<file path="src/rtl/btb_assoc_pkg.sv">
// Shared types for the fully-associative branch target buffer.
// Direction counters only exist when BTB_BIMODAL_EN is defined.
package btb_assoc_pkg;

  typedef logic [1:0] btb_ctr_t;

  localparam btb_ctr_t BTB_CTR_INIT = 2'b10;

  typedef enum logic {
    BTB_IDLE  = 1'b0,
    BTB_FLUSH = 1'b1
  } btb_state_t;

endpackage

</file>
<file path="src/rtl/btb_assoc_entry.sv">
// One BTB entry: valid/tag/target registers, tag compares and write control.
// With BTB_BIMODAL_EN defined, the entry also holds a 2-bit saturating counter.
module btb_assoc_entry
  import btb_assoc_pkg::*;
#(
  parameter int ADDR_W = 16
) (
  input  logic              clk,
  input  logic              rst_n,
  input  logic              clr,
  input  logic              alloc,
  input  logic              upd_en,
  input  logic              upd_taken,
  input  logic [ADDR_W-1:0] lkp_pc,
  input  logic [ADDR_W-1:0] upd_pc,
  input  logic [ADDR_W-1:0] upd_target,
  output logic              lkp_match,
  output logic              upd_match,
  output logic              pred_taken,
  output logic [ADDR_W-1:0] target
);

  logic              valid_r;
  logic [ADDR_W-1:0] tag_r;
  logic [ADDR_W-1:0] target_r;

  assign lkp_match = valid_r & (tag_r == lkp_pc);
  assign upd_match = valid_r & (tag_r == upd_pc);
  assign target    = target_r;

  // Valid bit: flush sweep clears, allocation sets.
  always_ff @(posedge clk or negedge rst_n) begin
    if (!rst_n) begin
      valid_r <= 1'b0;
    end else if (clr) begin
      valid_r <= 1'b0;
    end else if (alloc) begin
      valid_r <= 1'b1;
    end
  end

  // Tag/target payload; a not-taken resolution never overwrites the target.
  always_ff @(posedge clk or negedge rst_n) begin
    if (!rst_n) begin
      tag_r    <= {ADDR_W{1'b0}};
      target_r <= {ADDR_W{1'b0}};
    end else if (alloc) begin
      tag_r    <= upd_pc;
      target_r <= upd_target;
    end else if (upd_en && upd_taken) begin
      target_r <= upd_target;
    end
  end

`ifdef BTB_BIMODAL_EN
  btb_ctr_t ctr_r;
  btb_ctr_t ctr_nxt_s;

  // Saturating counter step for a hit update.
  always_comb begin
    ctr_nxt_s = ctr_r;
    if (upd_taken) begin
      if (ctr_r != 2'b11) ctr_nxt_s = ctr_r + 2'b01;
      else                ctr_nxt_s = ctr_r;
    end else begin
      if (ctr_r != 2'b00) ctr_nxt_s = ctr_r - 2'b01;
      else                ctr_nxt_s = ctr_r;
    end
  end

  // Direction counter register.
  always_ff @(posedge clk or negedge rst_n) begin
    if (!rst_n) begin
      ctr_r <= BTB_CTR_INIT;
    end else if (alloc) begin
      ctr_r <= BTB_CTR_INIT;
    end else if (upd_en) begin
      ctr_r <= ctr_nxt_s;
    end
  end

  assign pred_taken = ctr_r[1];
`else
  assign pred_taken = 1'b1;
`endif

endmodule

</file>
<file path="src/rtl/btb_assoc.sv">
// Fully-associative BTB with round-robin replacement and a multi-cycle flush sweep.
// Optional per-entry bimodal direction counters via BTB_BIMODAL_EN.
module btb_assoc
  import btb_assoc_pkg::*;
#(
  parameter int ENTRIES = 8,
  parameter int ADDR_W  = 16
) (
  input  logic              clk,
  input  logic              rst_n,
  input  logic [ADDR_W-1:0] lkp_pc,
  output logic              lkp_hit,
  output logic [ADDR_W-1:0] lkp_target,
  output logic              lkp_taken,
  input  logic              upd_valid,
  input  logic [ADDR_W-1:0] upd_pc,
  input  logic [ADDR_W-1:0] upd_target,
  input  logic              upd_taken,
  input  logic              flush,
  output logic              busy
);

  localparam int IDX_W = $clog2(ENTRIES);

  btb_state_t        state_r;
  btb_state_t        state_nxt_s;
  logic [IDX_W-1:0]  idx_r;
  logic [IDX_W-1:0]  rr_ptr_r;
  logic [ENTRIES-1:0] lkp_match_s;
  logic [ENTRIES-1:0] upd_match_s;
  logic [ENTRIES-1:0] pred_taken_s;
  logic [ADDR_W-1:0] target_s [ENTRIES];
  logic              upd_go_s;
  logic              alloc_go_s;
  logic              sweep_last_s;

  // Flush wins over a coincident update; updates during the sweep are dropped.
  assign upd_go_s     = (state_r == BTB_IDLE) & upd_valid & ~flush;
  assign alloc_go_s   = upd_go_s & ~(|upd_match_s) & upd_taken;
  assign sweep_last_s = (idx_r == IDX_W'(ENTRIES - 1));
  assign busy         = (state_r == BTB_FLUSH);

  for (genvar gi = 0; gi < ENTRIES; gi++) begin : g_entry
    btb_assoc_entry #(.ADDR_W(ADDR_W)) u_entry (
      .clk        (clk),
      .rst_n      (rst_n),
      .clr        ((state_r == BTB_FLUSH) && (idx_r == IDX_W'(gi))),
      .alloc      (alloc_go_s && (rr_ptr_r == IDX_W'(gi))),
      .upd_en     (upd_go_s && upd_match_s[gi]),
      .upd_taken  (upd_taken),
      .lkp_pc     (lkp_pc),
      .upd_pc     (upd_pc),
      .upd_target (upd_target),
      .lkp_match  (lkp_match_s[gi]),
      .upd_match  (upd_match_s[gi]),
      .pred_taken (pred_taken_s[gi]),
      .target     (target_s[gi])
    );
  end

  // Next-state logic for the flush sweep.
  always_comb begin
    state_nxt_s = state_r;
    case (state_r)
      BTB_IDLE: begin
        if (flush) state_nxt_s = BTB_FLUSH;
        else       state_nxt_s = BTB_IDLE;
      end
      BTB_FLUSH: begin
        if (sweep_last_s) state_nxt_s = BTB_IDLE;
        else              state_nxt_s = BTB_FLUSH;
      end
      default: state_nxt_s = BTB_IDLE;
    endcase
  end

  // State, sweep index and round-robin pointer registers.
  always_ff @(posedge clk or negedge rst_n) begin
    if (!rst_n) begin
      state_r  <= BTB_IDLE;
      idx_r    <= {IDX_W{1'b0}};
      rr_ptr_r <= {IDX_W{1'b0}};
    end else begin
      state_r <= state_nxt_s;
      if (state_r == BTB_FLUSH) begin
        idx_r <= idx_r + IDX_W'(1'b1);
      end else if (flush) begin
        idx_r <= {IDX_W{1'b0}};
      end
      if ((state_r == BTB_FLUSH) && sweep_last_s) begin
        rr_ptr_r <= {IDX_W{1'b0}};
      end else if (alloc_go_s) begin
        rr_ptr_r <= rr_ptr_r + IDX_W'(1'b1);
      end
    end
  end

  // Priority mux: walk downward so the lowest matching index wins.
  always_comb begin
    lkp_hit    = 1'b0;
    lkp_target = {ADDR_W{1'b0}};
    lkp_taken  = 1'b0;
    if (state_r == BTB_IDLE) begin
      for (int i = ENTRIES - 1; i >= 0; i--) begin
        if (lkp_match_s[i]) begin
          lkp_hit    = 1'b1;
          lkp_target = target_s[i];
          lkp_taken  = pred_taken_s[i];
        end else begin
          lkp_hit    = lkp_hit;
        end
      end
    end else begin
      lkp_hit    = 1'b0;
    end
  end

endmodule

</file>
<file path="config.mk">
export PLATFORM = sky130hd
export DESIGN_NAME = btb_assoc
export DESIGN_NICKNAME = d
export VERILOG_FILES = /design/src/rtl/btb_assoc_pkg.sv /design/src/rtl/btb_assoc_entry.sv /design/src/rtl/btb_assoc.sv
export SDC_FILE = /design/constraint.sdc
export NUM_CORES = 1
export LEC_CHECK = 0
export CAP_MARGIN = 40
export CORE_MARGIN = 2
export CORE_UTILIZATION = 52
export CTS_CLUSTER_SIZE = 8
export DETAILED_ROUTE_END_ITERATION = 6
export PLACE_DENSITY = 0.7
export REMOVE_ABC_BUFFERS = 1
export SETUP_SLACK_MARGIN = 0.4
export SYNTH_ARGS = -nofsm -noshare
export SYNTH_HDL_FRONTEND = slang
export SYNTH_SLANG_ARGS = --single-unit
</file>
<file path="constraint.sdc">
create_clock -name clk -period 7.07 [get_ports clk]
set_clock_uncertainty 0.1 [all_clocks]
set_input_delay 1.7675 -clock clk [delete_from_list [all_inputs] [get_ports clk]]
set_output_delay 1.7675 -clock clk [all_outputs]
set_load 0.005 [all_outputs]
</file>
==> results of run 1 <==
[final timing paths]
path | startpoint | cells after the start | slack [ps] | end
min reg2reg | g_entry[1].u_entry.target[13] | 1 | 380 | g_entry[1].u_entry.target[13]
max in group asynchronous | rst_n | 2 | 4290 | g_entry[6].u_entry.target[0]
max reg2reg | g_entry[6].u_entry.tag_r[10] | 9 | 3330 | g_entry[0].u_entry.target[10]
max | lkp_pc[0] | 13 | 470 | lkp_target[15]
min | g_entry[1].u_entry.target[13] | 1 | 380 | g_entry[1].u_entry.target[13]
min in group asynchronous | rst_n | 1 | 1240 | g_entry[1].u_entry.tag_r[0]
[logic make-up (layout without fill, tap and decap cells)]
family / after synthesis / count (layout) / share of synthesized area [%]
AOI/OAI and AO/OA: 82 / 82 / 4.08
xor gates and xnor gates: 256 / 256 / 15.1
adders and majority gates: 12 / 12 / 1.01
buffers and inverters: 115 / 214 / 4.61
DFF: 271 / 271 / 45.6
muxes: 257 / 257 / 19.7
and+or+nand+nor: 256 / 256 / 9.95
[layout make-up]
class,instances,area [sq um],share of cell area (%)
Multi-Input combinational cell,863,7560,43.5
Sequential cell,271,6780,39.1
Timing Repair Buffer,150,1420,8.19
Clock buffer,40,980,5.64
Tap cell,378,473,2.72
Inverter,21,78.8,0.454
Clock inverter,3,70.1,0.403
[flip-flops by register name, summed over array words and instances (netlist names)]
signal	cells
g_entry.u_entry.tag_r	128
rr_ptr_r	3
busy	1
g_entry.u_entry.target	128
idx_r	3
g_entry.u_entry.valid_r	8
[power breakdown]
part,switching [mW],total [mW],internal (mW)
logic,0.370,0.719,0.350
clock network,0.684,1.67,0.986
registers,0.168,1.91,1.74
[stage by stage]
stage          setup slack (ps)  hold slack [ps]
5_1_grt                     400              401
2_1_floorplan               684              356
3_3_place_gp               28.6              369
4_1_cts                     403              389
6_report                    473              385
3_5_place_dp              -3.86              382
[metal layers]
layer	wire length (um)	global-route usage, %	vias to the layer above	part of all wire (%)
li1	-	-	4556	-
met1	17200	36.9	5248	43
met2	19000	42.8	325	48
met3	2350	4.22	96	5.9
met4	1420	9.82	0	3.5
met5	0	0	-	0
[placed cells by master (no fill, tap or decap), types with 7 or more instances in the layout]
| master | instances |
|---|---|
| sky130_fd_sc_hd__mux2_1 | 25 |
| sky130_fd_sc_hd__inv_1 | 19 |
| sky130_fd_sc_hd__a21oi_1 | 19 |
| sky130_fd_sc_hd__nand3_1 | 16 |
| sky130_fd_sc_hd__a221oi_1 | 14 |
| sky130_fd_sc_hd__xnor2_1 | 130 |
| sky130_fd_sc_hd__nor4_1 | 39 |
| sky130_fd_sc_hd__nor3_2 | 7 |
| sky130_fd_sc_hd__buf_4 | 64 |
| sky130_fd_sc_hd__nand4_1 | 33 |
| sky130_fd_sc_hd__mux2_4 | 10 |
| sky130_fd_sc_hd__buf_6 | 7 |
| sky130_fd_sc_hd__buf_12 | 7 |
| sky130_fd_sc_hd__dlygate4sd2_1 | 10 |
| sky130_fd_sc_hd__dfrtp_1 | 271 |
| sky130_fd_sc_hd__clkdlybuf4s50_1 | 47 |
| sky130_fd_sc_hd__xor2_1 | 122 |
| sky130_fd_sc_hd__nor3_1 | 36 |
| sky130_fd_sc_hd__o21ai_0 | 19 |
| sky130_fd_sc_hd__mux2_2 | 221 |
| sky130_fd_sc_hd__clkbuf_16 | 39 |
| sky130_fd_sc_hd__nor4_2 | 7 |
| sky130_fd_sc_hd__nor2_1 | 50 |
| sky130_fd_sc_hd__nand2_1 | 25 |
| sky130_fd_sc_hd__ha_1 | 12 |
| sky130_fd_sc_hd__or3_1 | 14 |
[timing repair]
action	in CTS	in global routing
pin swaps	12	11
endpoints found under the setup margin	18	17
gates cloned	1	0
gates resized for setup	46	27
buffers inserted	5	0
hold buffers	0	0
[worst max-delay path: stages]
cell and delay (ps):
sky130_fd_sc_hd__clkdlybuf4s15_1 310, sky130_fd_sc_hd__buf_4 240, sky130_fd_sc_hd__xnor2_2 190, sky130_fd_sc_hd__nand4_1 130
sky130_fd_sc_hd__nor4_2 300, sky130_fd_sc_hd__buf_4 170, sky130_fd_sc_hd__and3_4 200, sky130_fd_sc_hd__bufbuf_16 270
sky130_fd_sc_hd__a221oi_1 50, sky130_fd_sc_hd__nor3_1 220, sky130_fd_sc_hd__nor3_1 80, sky130_fd_sc_hd__nor4_1 250
sky130_fd_sc_hd__clkdlybuf4s50_1 540
==> metrics.txt, run 1 <==
# TYPE chip_impl_metric gauge
chip_impl_metric{name="ys_seq_area_share",unit="%"} 45.6
chip_impl_metric{name="gate_count_after_technology_mapping",unit=""} 1249
chip_impl_metric{name="placed_cells",unit=""} 1677
chip_impl_metric{name="cts_sinks",unit=""} 271
chip_impl_metric{name="final_wirelength",unit="um"} 39900
chip_impl_info{name="result_of_the_run",value="finished clean"} 1
chip_impl_metric{name="clock_path_buffers",unit=""} 3
chip_impl_metric{name="timing.critical_path.fanout_max",unit=""} 7
chip_impl_metric{name="instances_no_fill",unit=""} 1726
chip_impl_metric{name="hpwl",unit="um"} 26800
chip_impl_metric{name="synth_top_cell_area_share",unit="%"} 45.6
chip_impl_metric{name="htree_num_levels",unit=""} 2
chip_impl_info{name="grt_setup_unrepaired",value="no"} 1
chip_impl_metric{name="required",unit="ps"} 5200
chip_impl_metric{name="final-hold-violation-count",unit=""} 0
chip_impl_metric{name="antenna_violating_nets_post_route",unit=""} 0
chip_impl_metric{name="grt.total_usage",unit="%"} 26.8
chip_impl_metric{name="drt_first_pass_iters",unit=""} 5
chip_impl_metric{name="floorplan.rows",unit=""} 61
chip_impl_metric{name="finalCritPeriodShare",unit="%"} 93.3
chip_impl_metric{name="power_density",unit="nW/um^2"} 248
chip_impl_metric{name="setup_viol_count_final",unit=""} 0
chip_impl_metric{name="finalSetupTns",unit="ps"} 0
chip_impl_metric{name="design_power_total",unit="mW"} 4.30
chip_impl_info{name="yosysMostFrequentCell",value="sky130_fd_sc_hd__dfrtp_1"} 1
chip_impl_metric{name="layout.nets",unit=""} 1411
chip_impl_metric{name="wl_per_cell",unit="um"} 23.1
chip_impl_metric{name="numCtsBuffers",unit=""} 39
chip_impl_metric{name="clock_latency_at_the_later_pin_of_the_worst_skew_pair",unit="ps"} 540
chip_impl_metric{name="drv_cap",unit=""} 0
chip_impl_metric{name="syn_avg_cell_area",unit="sq um"} 11.9
chip_impl_info{name="synth_area_leaders",value="sky130_fd_sc_hd__dfrtp_1, sky130_fd_sc_hd__mux2_2, sky130_fd_sc_hd__xnor2_1"} 1
chip_impl_metric{name="routabilityCongestion",unit=""} 0.883
chip_impl_metric{name="yosys_register_bits",unit=""} 271
chip_impl_info{name="critical_path.startpoint_type",value="primary input"} 1
chip_impl_metric{name="vias",unit=""} 10200
chip_impl_metric{name="core_area",unit="sq um"} 28000
chip_impl_metric{name="floorplan.die.height",unit="um"} 173
chip_impl_metric{name="io-pin-count",unit=""} 72
chip_impl_metric{name="synth-async-reset-ratio",unit="%"} 100
chip_impl_metric{name="syn-cell-area",unit="sq um"} 14900
chip_impl_metric{name="die-area",unit="sq um"} 30000
chip_impl_info{name="yosys.area.top_type",value="sky130_fd_sc_hd__dfrtp_1"} 1
chip_impl_metric{name="cellLeakagePower",unit="nW"} 8.33
chip_impl_info{name="synth.top_cells.by_count",value="sky130_fd_sc_hd__dfrtp_1, sky130_fd_sc_hd__mux2_2, sky130_fd_sc_hd__xnor2_1"} 1
chip_impl_metric{name="crit_arrival",unit="ps"} 4730
chip_impl_metric{name="start_util",unit="%"} 53.1
chip_impl_metric{name="n_fill_cell",unit=""} 2245
chip_impl_metric{name="slew_viol_final",unit=""} 0
chip_impl_metric{name="max-slew-margin-rel",unit="%"} 37.4
chip_impl_metric{name="fmaxAchievable",unit="MHz"} 152
chip_impl_metric{name="worst_setup_hold_path_clk_slew",unit="ps"} 50
chip_impl_info{name="class_of_the_tightest_hold_or_removal_check",value="flip-flop to flip-flop"} 1
chip_impl_metric{name="postLayoutCellArea",unit="sq um"} 17400
chip_impl_metric{name="areaGrowthSynthToFinish",unit="%"} 16.6
chip_impl_metric{name="grt.overflow.total",unit=""} 0
chip_impl_metric{name="yosys_warnings",unit=""} 0
chip_impl_metric{name="period_needed",unit="ps"} 6600
chip_impl_metric{name="drt-vias-per-instance",unit=""} 5.92
chip_impl_metric{name="ir_drop",unit="V"} 0.000156
chip_impl_info{name="tritoncts",value="yes"} 1
chip_impl_info{name="worst_setup_path_end_kind",value="output port"} 1
chip_impl_metric{name="placed_cell_area",unit="sq um"} 16100
chip_impl_metric{name="diodes",unit=""} 0
chip_impl_metric{name="largest_net_degree_at_the_start_of_global_routing",unit=""} 153
chip_impl_info{name="worst-setup-path-type",value="primary input to output port"} 1
chip_impl_info{name="cts.root.buffer_cell",value="sky130_fd_sc_hd__clkbuf_16"} 1
chip_impl_metric{name="worst-slew-pin-transition",unit="ps"} 938
chip_impl_metric{name="synth_edf_count",unit=""} 0
chip_impl_metric{name="vias_in_the_first_global_route",unit=""} 10600
chip_impl_metric{name="final_layout_size_suffix_gt1_share",unit="%"} 30.1
chip_impl_metric{name="drt_first_iter_violations",unit=""} 671
chip_impl_info{name="yosys_most_used_dff",value="sky130_fd_sc_hd__dfrtp_1"} 1
chip_impl_metric{name="post_synth_num_cell_types",unit=""} 60
chip_impl_metric{name="layout.core_utilization",unit="%"} 62.0
chip_impl_metric{name="antenna_found_initial",unit=""} 0
chip_impl_metric{name="wire_length_of_the_first_global_routing_pass",unit="um"} 62100
chip_impl_metric{name="dieWidth",unit="um"} 173
chip_impl_metric{name="detail_route.drc_violations",unit=""} 0
chip_impl_metric{name="placement.io_buffers",unit=""} 71
No activity file was read; power rests on OpenSTA's default activity.
==> run 2, diff against run 1 <==
Settings changed: CORE_UTILIZATION 52 to 50, PLACE_DENSITY 0.7 to 0.68.
==> run 2 against run 1 <==
- sequential cell count unchanged
- largest cell class unchanged
- hold slack better by 4.9 ps
- maximum frequency decreased by 2.0%
- critical path depth did not move
- critical endpoint unchanged
- setup slack worse by 140 ps
- count of clock-buffer cells in the layout rose by 1
- clock power about the same
==> metrics.txt, run 2 (synthesis gave the netlist of run 1 again) <==
# TYPE chip_impl_metric gauge
chip_impl_info{name="result_of_the_run",value="finished clean"} 1
chip_impl_info{name="worst_setup_path_end_kind",value="output port"} 1
chip_impl_metric{name="ff_latch_area",unit="sq um"} 6780
chip_impl_metric{name="io-pin-count",unit=""} 72
chip_impl_metric{name="setup_viol_count_final",unit=""} 0
chip_impl_metric{name="layout.nets",unit=""} 1430
chip_impl_metric{name="ir_drop",unit="V"} 0.000171
chip_impl_metric{name="power_density",unit="nW/um^2"} 245
chip_impl_metric{name="antenna_found_initial",unit=""} 0
chip_impl_metric{name="floorplan.rows",unit=""} 63
chip_impl_info{name="worst-setup-path-type",value="primary input to output port"} 1
chip_impl_metric{name="required",unit="ps"} 5200
chip_impl_metric{name="wire_length_of_the_first_global_routing_pass",unit="um"} 62400
chip_impl_metric{name="detail_route.drc_violations",unit=""} 0
chip_impl_metric{name="wl_per_cell",unit="um"} 22.6
chip_impl_metric{name="drt_first_iter_violations",unit=""} 649
chip_impl_metric{name="final_layout_size_suffix_gt1_share",unit="%"} 30.2
chip_impl_metric{name="finalSetupTns",unit="ps"} 0
chip_impl_metric{name="vias_in_the_first_global_route",unit=""} 10800
chip_impl_metric{name="htree_num_levels",unit=""} 2
chip_impl_metric{name="finalCritPeriodShare",unit="%"} 95.3
chip_impl_info{name="grt_setup_unrepaired",value="yes"} 1
chip_impl_metric{name="cellLeakagePower",unit="nW"} 8.37
chip_impl_metric{name="slew_viol_final",unit=""} 0
chip_impl_metric{name="final_wirelength",unit="um"} 39700
chip_impl_metric{name="start_util",unit="%"} 50.5
chip_impl_metric{name="placement.io_buffers",unit=""} 71
chip_impl_metric{name="crit_arrival",unit="ps"} 4870
chip_impl_metric{name="drv_cap",unit=""} 0
chip_impl_metric{name="timing.critical_path.fanout_max",unit=""} 6
chip_impl_metric{name="clock_path_buffers",unit=""} 3
chip_impl_metric{name="final-hold-violation-count",unit=""} 0
chip_impl_info{name="tritoncts",value="yes"} 1
chip_impl_metric{name="worst_setup_hold_path_clk_slew",unit="ps"} 50
chip_impl_metric{name="hpwl",unit="um"} 26800
chip_impl_metric{name="floorplan.die.height",unit="um"} 177
chip_impl_metric{name="fmaxAchievable",unit="MHz"} 148
chip_impl_info{name="most-common-layout-cells",value="sky130_fd_sc_hd__dfrtp_1, sky130_fd_sc_hd__mux2_2, sky130_fd_sc_hd__xnor2_1"} 1
chip_impl_metric{name="die-area",unit="sq um"} 31200
chip_impl_metric{name="multiInputGateArea",unit="sq um"} 7530
chip_impl_metric{name="areaGrowthSynthToFinish",unit="%"} 17.2
chip_impl_metric{name="clock_latency_at_the_later_pin_of_the_worst_skew_pair",unit="ps"} 530
chip_impl_metric{name="n_fill_cell",unit=""} 2472
chip_impl_metric{name="worst-slew-pin-transition",unit="ps"} 972
chip_impl_metric{name="grt.overflow.total",unit=""} 0
chip_impl_metric{name="vias",unit=""} 10300
chip_impl_metric{name="max-slew-margin-rel",unit="%"} 35.2
chip_impl_metric{name="cts_sinks",unit=""} 271
chip_impl_info{name="critical_path.startpoint_type",value="primary input"} 1
chip_impl_metric{name="period_needed",unit="ps"} 6730
chip_impl_metric{name="numCtsBuffers",unit=""} 39
chip_impl_metric{name="layout.core_utilization",unit="%"} 59.2
chip_impl_info{name="cts.root.buffer_cell",value="sky130_fd_sc_hd__clkbuf_16"} 1
chip_impl_metric{name="diodes",unit=""} 0
chip_impl_metric{name="largest_net_degree_at_the_start_of_global_routing",unit=""} 158
chip_impl_metric{name="drt_first_pass_iters",unit=""} 5
chip_impl_info{name="leading_cell_type_in_the_layout_fill_and_taps_excluded",value="sky130_fd_sc_hd__dfrtp_1"} 1
chip_impl_metric{name="antenna_violating_nets_post_route",unit=""} 0
chip_impl_info{name="class_of_the_tightest_hold_or_removal_check",value="flip-flop to flip-flop"} 1
chip_impl_metric{name="routabilityCongestion",unit=""} 0.871
chip_impl_metric{name="drt-vias-per-instance",unit=""} 5.83
chip_impl_metric{name="core_area",unit="sq um"} 29500
chip_impl_metric{name="grt.total_usage",unit="%"} 26.2
chip_impl_metric{name="dieWidth",unit="um"} 177
chip_impl_metric{name="cts_hold_buffers_added",unit=""} 0
[run 2: cell count changes in the layout (fill, tap and decap cells not counted), sizes merged]
| cell | previous run | this run |
|---|---|---|
| inv | 23 | 22 |
| bufbuf | 1 | 0 |
| dlygate4sd2 | 10 | 17 |
| clkbuf | 45 | 42 |
| buf | 79 | 99 |
| clkdlybuf4s50 | 47 | 49 |
| clkdlybuf4s15 | 5 | 0 |
[run 2: layout make-up]
cell class	instances	area share, %
repair buffers	169	8.80
well taps	390	2.80
inverters	21	0.452
clock inverters	2	0.143
flip-flops and latches	271	38.9
multi-input cells	863	43.2
clock buffers	41	5.76
[run 2: power by group]
group	total (mW)	internal (mW)	switching [mW]
sequential	1.91	1.75	0.166
combinational	0.722	0.352	0.370
clock	1.65	0.994	0.652
[run 2: per-stage QoR]
| stage | cells | power [mW] | hold WS (ps) | cell area, sq um | setup WS [ps] |
|---|---|---|---|---|---|
| after floorplan | 1155 | 2.33 | 356 | 14300 | 684 |
| after global placement | 1691 | 2.62 | 367 | 16100 | 50.2 |
| after detailed placement | 1692 | 2.64 | 382 | 16100 | 52.6 |
| after CTS | 1748 | 4.31 | 392 | 17300 | 350 |
| after global routing | 1757 | 4.46 | 403 | 17400 | 187 |
| final | 1757 | 4.28 | 389 | 17400 | 335 |
[run 2: repair_timing]
| item | 4_1_cts | 5_1_grt |
|---|---|---|
| gates cloned | 0 | 1 |
| pin swaps | 14 | 14 |
| setup buffers | 13 | 8 |
| gates resized for setup | 34 | 15 |
| endpoints found under the setup margin | 18 | 13 |
[run 2: path summary, 6_finish.rpt]
check | from | end | slack, ps | depth (start not counted)
worst max-delay path | lkp_pc[0] | lkp_target[15] | 340 | 13
worst min-delay path | g_entry[2].u_entry.target[11] | g_entry[2].u_entry.target[11] | 390 | 1
worst max register to register | g_entry[6].u_entry.tag_r[1] | g_entry[3].u_entry.target[3] | 3460 | 10
worst min register to register | g_entry[2].u_entry.target[11] | g_entry[2].u_entry.target[11] | 390 | 1
max in group asynchronous | rst_n | g_entry[1].u_entry.tag_r[8] | 4210 | 2
min in group asynchronous | rst_n | g_entry[5].u_entry.tag_r[8] | 1230 | 1
[run 2: per-layer routing]
| metal | GRT usage [%] | part of all wire [%] | routed length (um) | vias up |
|---|---|---|---|---|
| met2 | 42.4 | 48 | 19000 | 303 |
| met3 | 4.52 | 5.4 | 2160 | 92 |
| li1 | - | - | - | 4605 |
| met4 | 9.75 | 3.3 | 1330 | 0 |
| met5 | 0 | 0 | 0 | - |
| met1 | 35.3 | 43 | 17200 | 5250 |
[run 2: worst max-delay path, stage by stage]
cell and delay, ps:
sky130_fd_sc_hd__clkdlybuf4s50_1 420, sky130_fd_sc_hd__buf_6 160, sky130_fd_sc_hd__xor2_1 160, sky130_fd_sc_hd__nor4_1 240, sky130_fd_sc_hd__nand4_1 270, sky130_fd_sc_hd__a311oi_4 420
sky130_fd_sc_hd__buf_6 190, sky130_fd_sc_hd__buf_4 110, sky130_fd_sc_hd__a221oi_1 50, sky130_fd_sc_hd__nor3_1 190, sky130_fd_sc_hd__nor3_1 70, sky130_fd_sc_hd__nor4_1 260
sky130_fd_sc_hd__clkdlybuf4s50_1 550
==> run 3, diff against run 2 <==
Settings changed: CORE_UTILIZATION 50 to 40, CTS_CLUSTER_SIZE 8 to 20, PLACE_DENSITY 0.68 to default.
==> run 3 against run 2 <==
- global-route usage shrank 4.9 points
- register-to-register slack lost 70 ps
- combinational power is essentially flat
- largest cell class unchanged
==> metrics.txt, run 3 (synthesis gave the netlist of run 1 again) <==
# TYPE chip_impl_metric gauge
chip_impl_metric{name="grt.total_usage",unit="%"} 21.3
chip_impl_metric{name="drt_first_iter_violations",unit=""} 661
chip_impl_metric{name="placed_cell_area",unit="sq um"} 16300
chip_impl_metric{name="vias",unit=""} 10000
chip_impl_info{name="leading_cell_type_in_the_layout_fill_and_taps_excluded",value="sky130_fd_sc_hd__dfrtp_1"} 1
chip_impl_metric{name="final-hold-violation-count",unit=""} 0
chip_impl_metric{name="placement.io_buffers",unit=""} 71
chip_impl_metric{name="start_util",unit="%"} 40.7
chip_impl_metric{name="cellLeakagePower",unit="nW"} 8.39
chip_impl_metric{name="worst_setup_hold_path_clk_slew",unit="ps"} 60
chip_impl_info{name="class_of_the_tightest_hold_or_removal_check",value="flip-flop to flip-flop"} 1
chip_impl_metric{name="worst_r2r_path_depth",unit=""} 9
chip_impl_info{name="worst-setup-path-type",value="primary input to output port"} 1
chip_impl_metric{name="antenna_found_initial",unit=""} 0
chip_impl_metric{name="cts_sinks",unit=""} 271
chip_impl_metric{name="n_fill_cell",unit=""} 3323
chip_impl_metric{name="layout.nets",unit=""} 1412
chip_impl_metric{name="final_wirelength",unit="um"} 40700
chip_impl_info{name="worstSetupStartpoint",value="lkp_pc[12]"} 1
chip_impl_metric{name="placement.setup.worst_slack",unit="ps"} -26.7
chip_impl_info{name="timing.rr.start",value="g_entry[6].u_entry.tag_r[1]"} 1
chip_impl_metric{name="ir_drop",unit="V"} 0.000214
chip_impl_metric{name="grt.overflow.total",unit=""} 0
chip_impl_metric{name="placed_cells",unit=""} 1772
chip_impl_metric{name="required",unit="ps"} 5200
chip_impl_info{name="critical_path.startpoint_type",value="primary input"} 1
chip_impl_metric{name="numCtsBuffers",unit=""} 30
chip_impl_metric{name="htree_num_levels",unit=""} 1
chip_impl_metric{name="postLayoutCellArea",unit="sq um"} 17500
chip_impl_metric{name="drt-vias-per-instance",unit=""} 5.46
chip_impl_metric{name="max-slew-margin-rel",unit="%"} 35.3
chip_impl_metric{name="largest_net_degree_at_the_start_of_global_routing",unit=""} 148
chip_impl_metric{name="antenna_violating_nets_post_route",unit=""} 0
chip_impl_metric{name="routabilityCongestion",unit=""} 0.858
chip_impl_metric{name="fmaxAchievable",unit="MHz"} 149
chip_impl_metric{name="clock_path_buffers",unit=""} 3
chip_impl_metric{name="areaGrowthSynthToFinish",unit="%"} 17.8
chip_impl_metric{name="setup_viol_count_final",unit=""} 0
chip_impl_metric{name="cts_hold_buffers_added",unit=""} 0
chip_impl_info{name="result_of_the_run",value="finished clean"} 1
chip_impl_metric{name="vias_in_the_first_global_route",unit=""} 10300
chip_impl_metric{name="crit_arrival",unit="ps"} 4850
chip_impl_metric{name="core_area",unit="sq um"} 36600
chip_impl_metric{name="power_density",unit="nW/um^2"} 238
chip_impl_metric{name="finalSetupTns",unit="ps"} 0
chip_impl_metric{name="wire_length_of_the_first_global_routing_pass",unit="um"} 62600
chip_impl_metric{name="layout.core_utilization",unit="%"} 47.9
chip_impl_metric{name="drv_cap",unit=""} 0
chip_impl_info{name="most-common-layout-cells",value="sky130_fd_sc_hd__dfrtp_1, sky130_fd_sc_hd__mux2_2, sky130_fd_sc_hd__xnor2_1"} 1
chip_impl_info{name="worst_setup_path_end_kind",value="output port"} 1
chip_impl_info{name="r2r_path_end",value="g_entry[5].u_entry.target[3]"} 1
chip_impl_info{name="cts.root.buffer_cell",value="sky130_fd_sc_hd__clkbuf_16"} 1
chip_impl_metric{name="timing.critical_path.fanout_max",unit=""} 15
chip_impl_metric{name="wl_per_cell",unit="um"} 22.1
chip_impl_info{name="grt_setup_unrepaired",value="yes"} 1
chip_impl_info{name="tritoncts",value="yes"} 1
chip_impl_metric{name="worst-slew-pin-transition",unit="ps"} 970
chip_impl_metric{name="worst_slack",unit="ps"} 350
chip_impl_metric{name="diodes",unit=""} 0
chip_impl_metric{name="hpwl",unit="um"} 28000
chip_impl_metric{name="io-pin-count",unit=""} 72
chip_impl_metric{name="dieWidth",unit="um"} 197
chip_impl_metric{name="floorplan.rows",unit=""} 70
chip_impl_metric{name="die-area",unit="sq um"} 38800
chip_impl_metric{name="drt_first_pass_iters",unit=""} 4
chip_impl_metric{name="clock_latency_at_the_later_pin_of_the_worst_skew_pair",unit="ps"} 560
chip_impl_info{name="crit_path_end",value="lkp_target[1]"} 1
chip_impl_metric{name="finalCritPeriodShare",unit="%"} 95.0
chip_impl_metric{name="detail_route.drc_violations",unit=""} 0
chip_impl_metric{name="period_needed",unit="ps"} 6720
chip_impl_metric{name="final_layout_size_suffix_gt1_share",unit="%"} 29.7
chip_impl_metric{name="r2r_slack",unit="ps"} 3390
chip_impl_metric{name="floorplan.die.height",unit="um"} 197
chip_impl_metric{name="slew_viol_final",unit=""} 0
chip_impl_metric{name="instances_no_fill",unit=""} 1837
[run 3: area by class of cell]
cell class              instances  area, sq um  share of cell area, %
flip-flops and latches        271         6780                   38.7
clock buffers                  46          912                   5.20
clock inverters                 8         72.6                  0.414
inverters                      21         78.8                  0.450
repair buffers                160         1580                   9.02
multi-input cells             863         7520                   42.9
well taps                     468          586                   3.34
[run 3: metrics by stage]
stage	hold WS, ps	power (mW)
detailed placement	377	2.64
finish	386	4.18
global route	404	4.36
floorplan	356	2.33
CTS	392	4.22
global placement	367	2.62
[run 3: what timing repair did]
item                       4_1_cts  5_1_grt
cloned                           1        0
setup endpoints to repair       18       12
resized for setup               46        8
pin swaps                       22        9
buffers inserted                10        0
[run 3: worst min path at each step]
stage                                  startpoint                            end  slack, ps  depth (start not counted)
floorplan           g_entry[1].u_entry.target[13]  g_entry[1].u_entry.target[13]        360                          1
global placement    g_entry[1].u_entry.target[13]  g_entry[1].u_entry.target[13]        370                          1
detailed placement  g_entry[1].u_entry.target[13]  g_entry[1].u_entry.target[13]        380                          1
CTS                 g_entry[1].u_entry.target[13]  g_entry[1].u_entry.target[13]        390                          1
global route         g_entry[0].u_entry.target[7]   g_entry[0].u_entry.target[7]        400                          1
finish              g_entry[1].u_entry.target[12]  g_entry[1].u_entry.target[12]        390                          1
[run 3: layer usage]
layer	global-route usage (%)	routed length (um)	vias to the layer above
li1	-	-	4593
met1	30.2	18900	5145
met2	33.8	18600	223
met3	2.75	1760	70
met4	7.24	1340	0
met5	0	0	-
[run 3: power by group]
part	leakage, nW	total [mW]	internal (mW)	switching, mW
Combinational	4.17	0.721	0.353	0.368
Sequential	3.73	1.90	1.74	0.158
Clock	0.490	1.56	0.918	0.638
[run 3: critical path, cell delays in order]
cell and delay (ps):
sky130_fd_sc_hd__clkdlybuf4s50_1 440, sky130_fd_sc_hd__buf_12 170, sky130_fd_sc_hd__xor2_1 160, sky130_fd_sc_hd__nor4_1 300
sky130_fd_sc_hd__nand4_1 260, sky130_fd_sc_hd__nor3_2 240, sky130_fd_sc_hd__buf_4 210, sky130_fd_sc_hd__nand3b_1 180
sky130_fd_sc_hd__buf_12 170, sky130_fd_sc_hd__nor3_1 70, sky130_fd_sc_hd__nor4_1 210, sky130_fd_sc_hd__buf_4 180
sky130_fd_sc_hd__clkdlybuf4s50_1 500
